$ cat src/rtl/logic_seq_pkg.sv
// Shared definitions for the slice-serial logic unit:
// op encodings and the sequencer FSM state type.
package logic_seq_pkg;

   localparam logic [2:0] OP_AND   = 3'b000;
   localparam logic [2:0] OP_OR    = 3'b001;
   localparam logic [2:0] OP_XOR   = 3'b010;
   localparam logic [2:0] OP_NOR   = 3'b011;
   localparam logic [2:0] OP_ANDN  = 3'b100;
   localparam logic [2:0] OP_PASSA = 3'b101;

   typedef enum logic [1:0] {
      IDLE = 2'd0,
      RUN  = 2'd1,
      DONE = 2'd2
   } state_t;

endpackage

$ cat src/rtl/logic_slice.sv
// One SLICE-wide bitwise operation (combinational).
// Ports: a, b operands; op select; y slice result.
module logic_slice
   import logic_seq_pkg::*;
#(
   parameter int SLICE = 8
) (
   input  logic [SLICE-1:0] a,
   input  logic [SLICE-1:0] b,
   input  logic [2:0]       op,
   output logic [SLICE-1:0] y
);

   always_comb begin
      y = '0;
      unique case (1'b1)
         (op == OP_AND):   y = a & b;
         (op == OP_OR):    y = a | b;
         (op == OP_XOR):   y = a ^ b;
         (op == OP_NOR):   y = ~(a | b);
         (op == OP_ANDN):  y = a & ~b;
         (op == OP_PASSA): y = a;
         default:          y = '0;
      endcase
   end

endmodule

$ cat src/rtl/logic_seq_unit.sv
// Slice-serial logic unit: computes a WIDTH-bit bitwise op
// SLICE bits per clock, LSB slice first.
// Ports: clk, rst_n (async low), start/op/a/b request,
// busy, done pulse, result; zero flag with LOGIC_ZERO_FLAG_EN.
module logic_seq_unit
   import logic_seq_pkg::*;
#(
   parameter int WIDTH = 32,
   parameter int SLICE = 8
) (
   input  logic             clk,
   input  logic             rst_n,
   input  logic             start,
   input  logic [2:0]       op,
   input  logic [WIDTH-1:0] a,
   input  logic [WIDTH-1:0] b,
   output logic             busy,
   output logic             done,
   output logic [WIDTH-1:0] result
`ifdef LOGIC_ZERO_FLAG_EN
   ,
   output logic             zero
`endif
);

   localparam int N  = WIDTH / SLICE;
   localparam int CW = (N > 1) ? $clog2(N) : 1;

   state_t           state;
   state_t           nstate;
   logic [WIDTH-1:0] a_q;
   logic [WIDTH-1:0] b_q;
   logic [2:0]       op_q;
   logic [CW-1:0]    cnt;
   logic [SLICE-1:0] y;
   logic [WIDTH-1:0] res_nxt;
   logic             last;
   logic             accept;

   assign last = (cnt == CW'(N - 1));

   logic_slice #(.SLICE(SLICE)) u_slice (
      .a  (a_q[cnt*SLICE +: SLICE]),
      .b  (b_q[cnt*SLICE +: SLICE]),
      .op (op_q),
      .y  (y)
   );

   // Result with the current slice merged in; also feeds the
   // zero flag so it reflects the final value at done.
   always_comb begin
      res_nxt = result;
      res_nxt[cnt*SLICE +: SLICE] = y;
   end

   always_comb begin
      nstate = state;
      busy   = 1'b0;
      done   = 1'b0;
      accept = 1'b0;
      unique case (state)
         IDLE: begin
            if (start) begin
               nstate = RUN;
               accept = 1'b1;
            end
         end
         RUN: begin
            busy = 1'b1;
            if (last) nstate = DONE;
         end
         DONE: begin
            done = 1'b1;
            if (start) begin
               nstate = RUN;
               accept = 1'b1;
            end else begin
               nstate = IDLE;
            end
         end
         default: nstate = IDLE;
      endcase
   end

   always_ff @(posedge clk or negedge rst_n) begin
      if (!rst_n) begin
         state  <= IDLE;
         a_q    <= '0;
         b_q    <= '0;
         op_q   <= '0;
         cnt    <= '0;
         result <= '0;
      end else begin
         state <= nstate;
         if (accept) begin
            a_q    <= a;
            b_q    <= b;
            op_q   <= op;
            cnt    <= '0;
            result <= '0;
         end else if (state == RUN) begin
            result <= res_nxt;
            // Counter parks on the last slice; no wrap.
            if (!last) cnt <= cnt + 1'b1;
         end
      end
   end

`ifdef LOGIC_ZERO_FLAG_EN
   always_ff @(posedge clk or negedge rst_n) begin
      if (!rst_n) begin
         zero <= 1'b1;
      end else if (state == RUN && last) begin
         zero <= (res_nxt == '0);
      end
   end
`endif

endmodule

$ cat config.mk
export PLATFORM = sky130hd
export DESIGN_NAME = logic_seq_unit
export DESIGN_NICKNAME = d
export VERILOG_FILES = /design/src/rtl/logic_seq_pkg.sv /design/src/rtl/logic_slice.sv /design/src/rtl/logic_seq_unit.sv
export SDC_FILE = /design/constraint.sdc
export NUM_CORES = 1
export LEC_CHECK = 0
export CORE_MARGIN = 10
export CORE_UTILIZATION = 35
export CTS_BUF_LIST = sky130_fd_sc_hd__clkbuf_2 sky130_fd_sc_hd__clkbuf_4 sky130_fd_sc_hd__clkbuf_8
export DETAILED_ROUTE_END_ITERATION = 7
export DONT_BUFFER_PORTS = 1
export PLACE_DENSITY = 0.54
export RECOVER_POWER = 50
export SETUP_SLACK_MARGIN = 0.4
export SYNTH_ARGS = -nofsm -noshare
export SYNTH_HDL_FRONTEND = slang
export SYNTH_HIERARCHICAL = 1
export SYNTH_SLANG_ARGS = --single-unit
$ cat constraint.sdc
create_clock -name clk -period 5.86 [get_ports clk]
set_clock_uncertainty 0.1 [all_clocks]
set_input_delay 1.758 -clock clk [delete_from_list [all_inputs] [get_ports clk]]
set_output_delay 1.758 -clock clk [all_outputs]
set_load 0.1 [all_outputs]
==> metrics, run 1 <==
met2 usage in global routing=0.202; Max Buffers Root-to-Sink=2; power per cell area=632 nW/um^2; setup slack at placement=2.39 ns; final worst hold slack=0.373 ns; post-DR vias/cell=5.13; H-tree Lvls=3; fraction of layout instances using a drive strength above 1=0.0984; Final #Nets=578; Detailed Route WL=12600 um; drt pass-1 iters=4; leakage component of the power=2.65 nW; Final WS setup=1.72 ns; routed vias=3496; synthesized net count=596; Top Usage Layer GRT=met2; critical path type=reg2out; clock sink count=103; combined area of all synthesized cells=5180 um^2; number of distinct standard cells referenced by the synthesized netlist=43; crit path max fanout=4; number of setup buffers added after CTS=0; parity-gate share of the synthesized area counting xor and xnor cells=0.0118; global-route wire length before repair=20200 um; standard cell core area=14500 um^2; Setup Viol. Count Final=0; flip-flop and latch area=2580 um^2; initial standard-cell utilization of the core=0.356; TritonCTS clock tree=yes; final hold violation count=0; cell taking the most area after synthesis=dfrtp_1; met1 usage in global routing=0.160; drt wl/cell=18.4 um; maximum vdd ir drop=0.238 mV; met3 Resource Use GR=0.0584; half-perimeter wire length after detailed placement=9040 um; Hold Crit Class=reg2reg; Post-Synthesis Cells=513; tightest slew margin relative to the limit=-0.435; die footprint=20100 um^2; summed negative setup slack over all endpoints=0 ns; global routing usage summed across all routing layers=0.129; routability cong.=0.794; area growth from synthesis to final layout=4.37%; critical path cell sequence=nor2b_1; number of DRC violations after detailed routing=0; register bit count reported by yosys=103; largest net degree at the start of global routing=104; violations in the final reports=capacitance limit, slew limit; multi-input logic area=2290 um^2; vertical die dimension=142 um; CP Buf/Inv Count=0; count of buffers from port buffering=0; vias in the first global route=3580; Synth area leaders=dfrtp_1 50%, nand2_1 15%, mux4_2 7.0%; crit share post-route=0.707; initial antenna violation count=0; most common cell after layout, fill and taps aside=nand2_1; max-slew violation count=37; largest family of logic cells by synthesized area=simple AND/OR/NAND/NOR gates; Core Util, Final=0.372; number of buffers added by the clock tree synthesis step=9; ANT cells=0; I/O pin cnt=104; unrepaired setup endpoints after global routing=false; slowest cell on the critical path=nor2b_1; fin crit period=4.14 ns; commonest cells after routing, fill and taps aside=203 x nand2_1, 102 x dfrtp_1, 26 x inv_1; FMAX=241 MHz; area fraction of the dominant cell type after synthesis=0.497; CP endpoint kind=output port; Synthesis Warnings=6; post-synthesis compound-gate area fraction=0.0558; slack of the worst reg-to-reg path=2.37 ns; grt total ovfl=0; arrival time worst endpoint=2.29 ns; number of placed instances with taps included=668; number of nets still failing antenna checks after routing=0; adder-cell share of the synthesized area=0.0314; number of cells upsized or downsized after cts=0; Post-Synth Simple-Gate Area=0.221; slowest stage delay, CP=1.47 ns; Crit path required time=4.00 ns; multiplexer fraction of the synthesized cell area=0.124; clock latency of the later-clocked register in the worst-skew pair=0.37 ns; crit path launch type=register; family with the most delay on the worst path=simple AND/OR/NAND/NOR gates; Std-Cell Rows=44; Die X-Extent=142 um; transition time of the tightest slew-check pin=2.15 ns; max cap viols=2; count of non-filler cells in the finished layout=682; sequential cell area fraction in the yosys report=0.497; fill cell instance count of the final layout=1503; post-cts hold buffer count=0; Post-Syn Area per Cell=10.1 um^2; CTS clock-pin slew for the worst setup and hold paths=0.08 ns; root buffer cell=clkbuf_8; outcome=finished with violations; number of DRC markers in iteration 0=221
[flip-flops by register name (all words and copies together), names as in the netlist]
register and count:
state 2, op_q 3, result 32, cnt 2
b_q 32, a_q 32
[area by class of cell]
class / instances / share of cell area
well taps: 184 / 0.0426
clock buffers: 13 / 0.0308
clock inverters: 1 / 0.000925
inverters: 26 / 0.0180
flip-flops and latches: 103 / 0.477
repair buffers: 5 / 0.00694
multi-input cells: 350 / 0.424
[through the flow]
| step | area (um^2) | power, mW |
|---|---|---|
| global route | 5410 | 3.72 |
| finish | 5410 | 3.42 |
| CTS | 5430 | 3.48 |
| floorplan | 5180 | 2.71 |
| detailed placement | 5250 | 3.06 |
| global placement | 5250 | 3.00 |
[worst min-delay path, stage by stage (launching register included)]
cell     delay [ns]
dfrtp_1        0.34
nand2_1        0.05
nand2_1        0.05
[synthesized netlist by cell type]
| cell type | number |
|---|---|
| xnor2_1 | 7 |
| or2_2 | 1 |
| buf_2 | 16 |
| nor4b_4 | 1 |
| o22ai_1 | 2 |
| and2b_2 | 1 |
| a21oi_2 | 4 |
| nand2_1 | 203 |
| a22o_1 | 11 |
| buf_6 | 4 |
| nor2b_1 | 3 |
| nand3_1 | 5 |
| dfrtp_1 | 103 |
| nor3_2 | 1 |
| nor2_1 | 3 |
| nand3b_1 | 2 |
| nor2b_2 | 1 |
| mux2_1 | 14 |
| buf_4 | 3 |
| buf_12 | 1 |
| ha_1 | 13 |
| nand4_1 | 2 |
| mux2_4 | 2 |
| a32oi_1 | 6 |
| o221ai_1 | 4 |
| and3_2 | 1 |
| clkbuf_2 | 1 |
| o32ai_1 | 2 |
| and2b_1 | 3 |
| mux2_2 | 2 |
| buf_1 | 1 |
| nor3b_1 | 4 |
| and2_2 | 1 |
| a32o_1 | 1 |
| nor4b_1 | 14 |
| a21o_1 | 2 |
| clkbuf_1 | 8 |
| nor3_1 | 2 |
| inv_1 | 26 |
| nand2b_1 | 7 |
| mux4_2 | 16 |
| o31ai_1 | 2 |
| mux2i_1 | 7 |
[where the power goes]
part / total [mW] / switching, mW / internal, mW
logic: 1.49 / 0.827 / 0.666
registers: 1.52 / 0.549 / 0.971
clock network: 0.405 / 0.223 / 0.182
total: 3.42 / 1.60 / 1.82
[kinds of logic (layout without fill, tap and decap cells)]
logic type,after synthesis,count (layout)
simple gates,255,255
buf+inv,60,45
flops,103,103
compound gates,34,34
fa+ha+maj,13,13
xor+xnor,7,7
mux,41,41
[worst paths after layout]
check                              start        end  cells past startpoint
worst max-delay path            state[1]       busy                      1
worst min-delay path             a_q[23]    a_q[23]                      2
worst max register to register    cnt[0]  result[3]                      8
worst min register to register   a_q[23]    a_q[23]                      2
max in group asynchronous          rst_n     a_q[3]                      0
min in group asynchronous          rst_n    a_q[14]                      0
[routing by layer]
metal | vias to the layer above | wire length, um
met5 | - | 0
met4 | 0 | 114
met3 | 11 | 1060
met2 | 86 | 6040
met1 | 1735 | 5360
li1 | 1664 | -
Power figures use the tool's default switching activity.
==> run 2: changes to the inputs <==
==> constraint.sdc (replaced) <==
create_clock -name clk -period 4.15 [get_ports clk]
set_clock_uncertainty 0.1 [all_clocks]
set_input_delay 1.245 -clock clk [delete_from_list [all_inputs] [get_ports clk]]
set_output_delay 1.245 -clock clk [all_outputs]
set_load 0.1 [all_outputs]
==> run 2 against run 1 <==
Total power is 43% higher. The run still ends with capacitance limit, slew limit left. Utilization grew 0.24 points. Worst hold slack better by 0.0046 ns. Critical path type is now reg2reg. Combinational power is 44% higher. Register-to-register slack got worse by 1.6 ns. Routed wire length rose by 2.4%. Clock power is 45% higher. Global-route usage rose by 0.23 points. Count of clock-buffer cells in the layout shrank 1. Sequential cell count stayed put. Die area is the same. First-iteration DRC count shrank 0.45%.
==> metrics, run 2 (synthesis results as in run 1) <==
unrepaired setup endpoints after global routing=false; number of placed instances with taps included=670 (+0.30%); max-slew violation count=51 (+38%); flip-flop and latch area=2580 um^2 (about the same); initial standard-cell utilization of the core=0.356 (unchanged); clock latency of the later-clocked register in the worst-skew pair=0.39 ns (+0.02 ns); vertical die dimension=142 um (unchanged); Setup Viol. Count Final=0 (unchanged); count of non-filler cells in the finished layout=685 (+0.44%); Die X-Extent=142 um (unchanged); Final WS setup=0.721 ns (-0.996 ns); depth of the worst register-to-register path=7 (-1); global routing usage summed across all routing layers=0.131 (+0.00233); initial antenna violation count=0 (unchanged); commonest cells after routing, fill and taps aside=203 x nand2_1, 103 x dfrtp_1, 26 x inv_1; H-tree Lvls=3 (unchanged); post-DR vias/cell=5.07 (-1.2%); Crit Reg-Reg Endpoint=result[7]; grt total ovfl=0 (unchanged); ANT cells=0 (unchanged); fin crit period=3.43 ns; maximum vdd ir drop=0.262 mV (+10%); start point of the worst min-delay path=b_q[21]; most common cell after layout, fill and taps aside=nand2_1; number of DRC markers in iteration 0=220 (-0.45%); area growth from synthesis to final layout=5.05%; tightest slew margin relative to the limit=-0.262 (+0.172); number of setup buffers added after CTS=0 (unchanged); setup slack at placement=1.04 ns (-1.35 ns); Crit path required time=4.36 ns (+0.36 ns); crit path launch type=register; number of buffers added by the clock tree synthesis step=9 (unchanged); fraction of layout instances using a drive strength above 1=0.108 (+0.00939); post-cts hold buffer count=0 (unchanged); final hold violation count=0 (unchanged); CP endpoint kind=register; fill cell instance count of the final layout=1463 (-2.7%); Core Util, Final=0.374 (+0.00241); root buffer cell=clkbuf_8; standard cell core area=14500 um^2 (unchanged); global-route wire length before repair=20500 um (+1.6%); worst r2r src=cnt[0]; hold endpoint=b_q[21]; slack of the worst reg-to-reg path=0.72 ns (-1.65 ns); drt wl/cell=18.8 um (+1.9%); violations in the final reports=capacitance limit, slew limit; clock sink count=103 (unchanged); summed negative setup slack over all endpoints=0 ns (unchanged); Detailed Route WL=12900 um (+2.4%); crit path max fanout=24 (+20); transition time of the tightest slew-check pin=1.89 ns (-0.254 ns); number of DRC violations after detailed routing=0 (unchanged); die footprint=20100 um^2 (unchanged); WHS Path Cells=2 (unchanged); I/O pin cnt=104 (unchanged); number of nets still failing antenna checks after routing=0 (unchanged); registers with the highest flip-flop counts=a_q (32), b_q (32), result (32); final worst hold slack=0.378 ns (+0.00457 ns); vias in the first global route=3651 (+2.0%); outcome=finished with violations; CTS clock-pin slew for the worst setup and hold paths=0.09 ns (about the same); max cap viols=1 (-1); half-perimeter wire length after detailed placement=9380 um (+3.7%); crit share post-route=0.826; TritonCTS clock tree=yes; drt pass-1 iters=4 (unchanged); routed vias=3470 (-0.74%); count of buffers from port buffering=0 (unchanged); number of cells upsized or downsized after cts=0 (unchanged); Max Buffers Root-to-Sink=2 (unchanged); FMAX=292 MHz; leakage component of the power=2.67 nW (+0.83%); routability cong.=0.779 (-1.9%); multi-input logic area=2310 um^2 (+0.65%); power per cell area=901 nW/um^2 (+42%); largest net degree at the start of global routing=104 (unchanged); arrival time worst endpoint=3.64 ns (+1.35 ns); Final #Nets=580 (+0.35%); Std-Cell Rows=44 (unchanged); critical path type=reg2reg; Hold Crit Class=reg2reg
-- run 2: changes by cell type in the layout (fill, tap and decap cells not counted), sizes merged --
cell,delta
buf,+2
clkinv,+2
clkbuf,-1
-- run 2: cell type report --
| class | count | area share |
|---|---|---|
| clock inverter | 3 | 0.00345 |
| tap | 184 | 0.0423 |
| multi-input combinational | 350 | 0.424 |
| sequential | 103 | 0.474 |
| clock buffer | 12 | 0.0292 |
| timing repair buffer | 7 | 0.00966 |
| inverter | 26 | 0.0179 |
-- run 2: power by group --
group	switching (mW)	internal [mW]
Combinational	1.19	0.964
Sequential	0.788	1.37
Clock	0.335	0.254
-- run 2: how the worst max path moves through the flow --
| stage | from | to | cells past startpoint |
|---|---|---|---|
| final | cnt[0] | result[7] | 7 |
| after global routing | cnt[0] | result[23] | 7 |
| after CTS | cnt[0] | result[5] | 6 |
| after detailed placement | cnt[0] | result[5] | 6 |
| after global placement | cnt[0] | result[7] | 7 |
| after floorplan | cnt[0] | result[6] | 10 |
-- run 2: critical path, cell delays in order, from the launching register on --
cell and delay (ns):
dfrtp_1 1.03, buf_4 0.43, mux4_2 0.56, nor2b_1 0.15, xnor2_1 0.15, o31ai_1 0.52, nand3_1 0.21, o22ai_1 0.20
-- run 2: metrics by stage --
step / cell area [um^2] / power, mW
6_report: 5440 / 4.90
5_1_grt: 5440 / 5.29
4_1_cts: 5450 / 4.96
3_5_place_dp: 5270 / 4.36
3_3_place_gp: 5270 / 4.27
2_1_floorplan: 5180 / 3.83
-- run 2: layer usage --
metal / GRT usage / part of all wire / vias up
met1: 0.162 / 0.43 / 1685
met2: 0.198 / 0.46 / 92
met5: 0 / 0 / -
met3: 0.0567 / 0.092 / 17
li1: - / - / 1676
met4: 0.0506 / 0.017 / 0
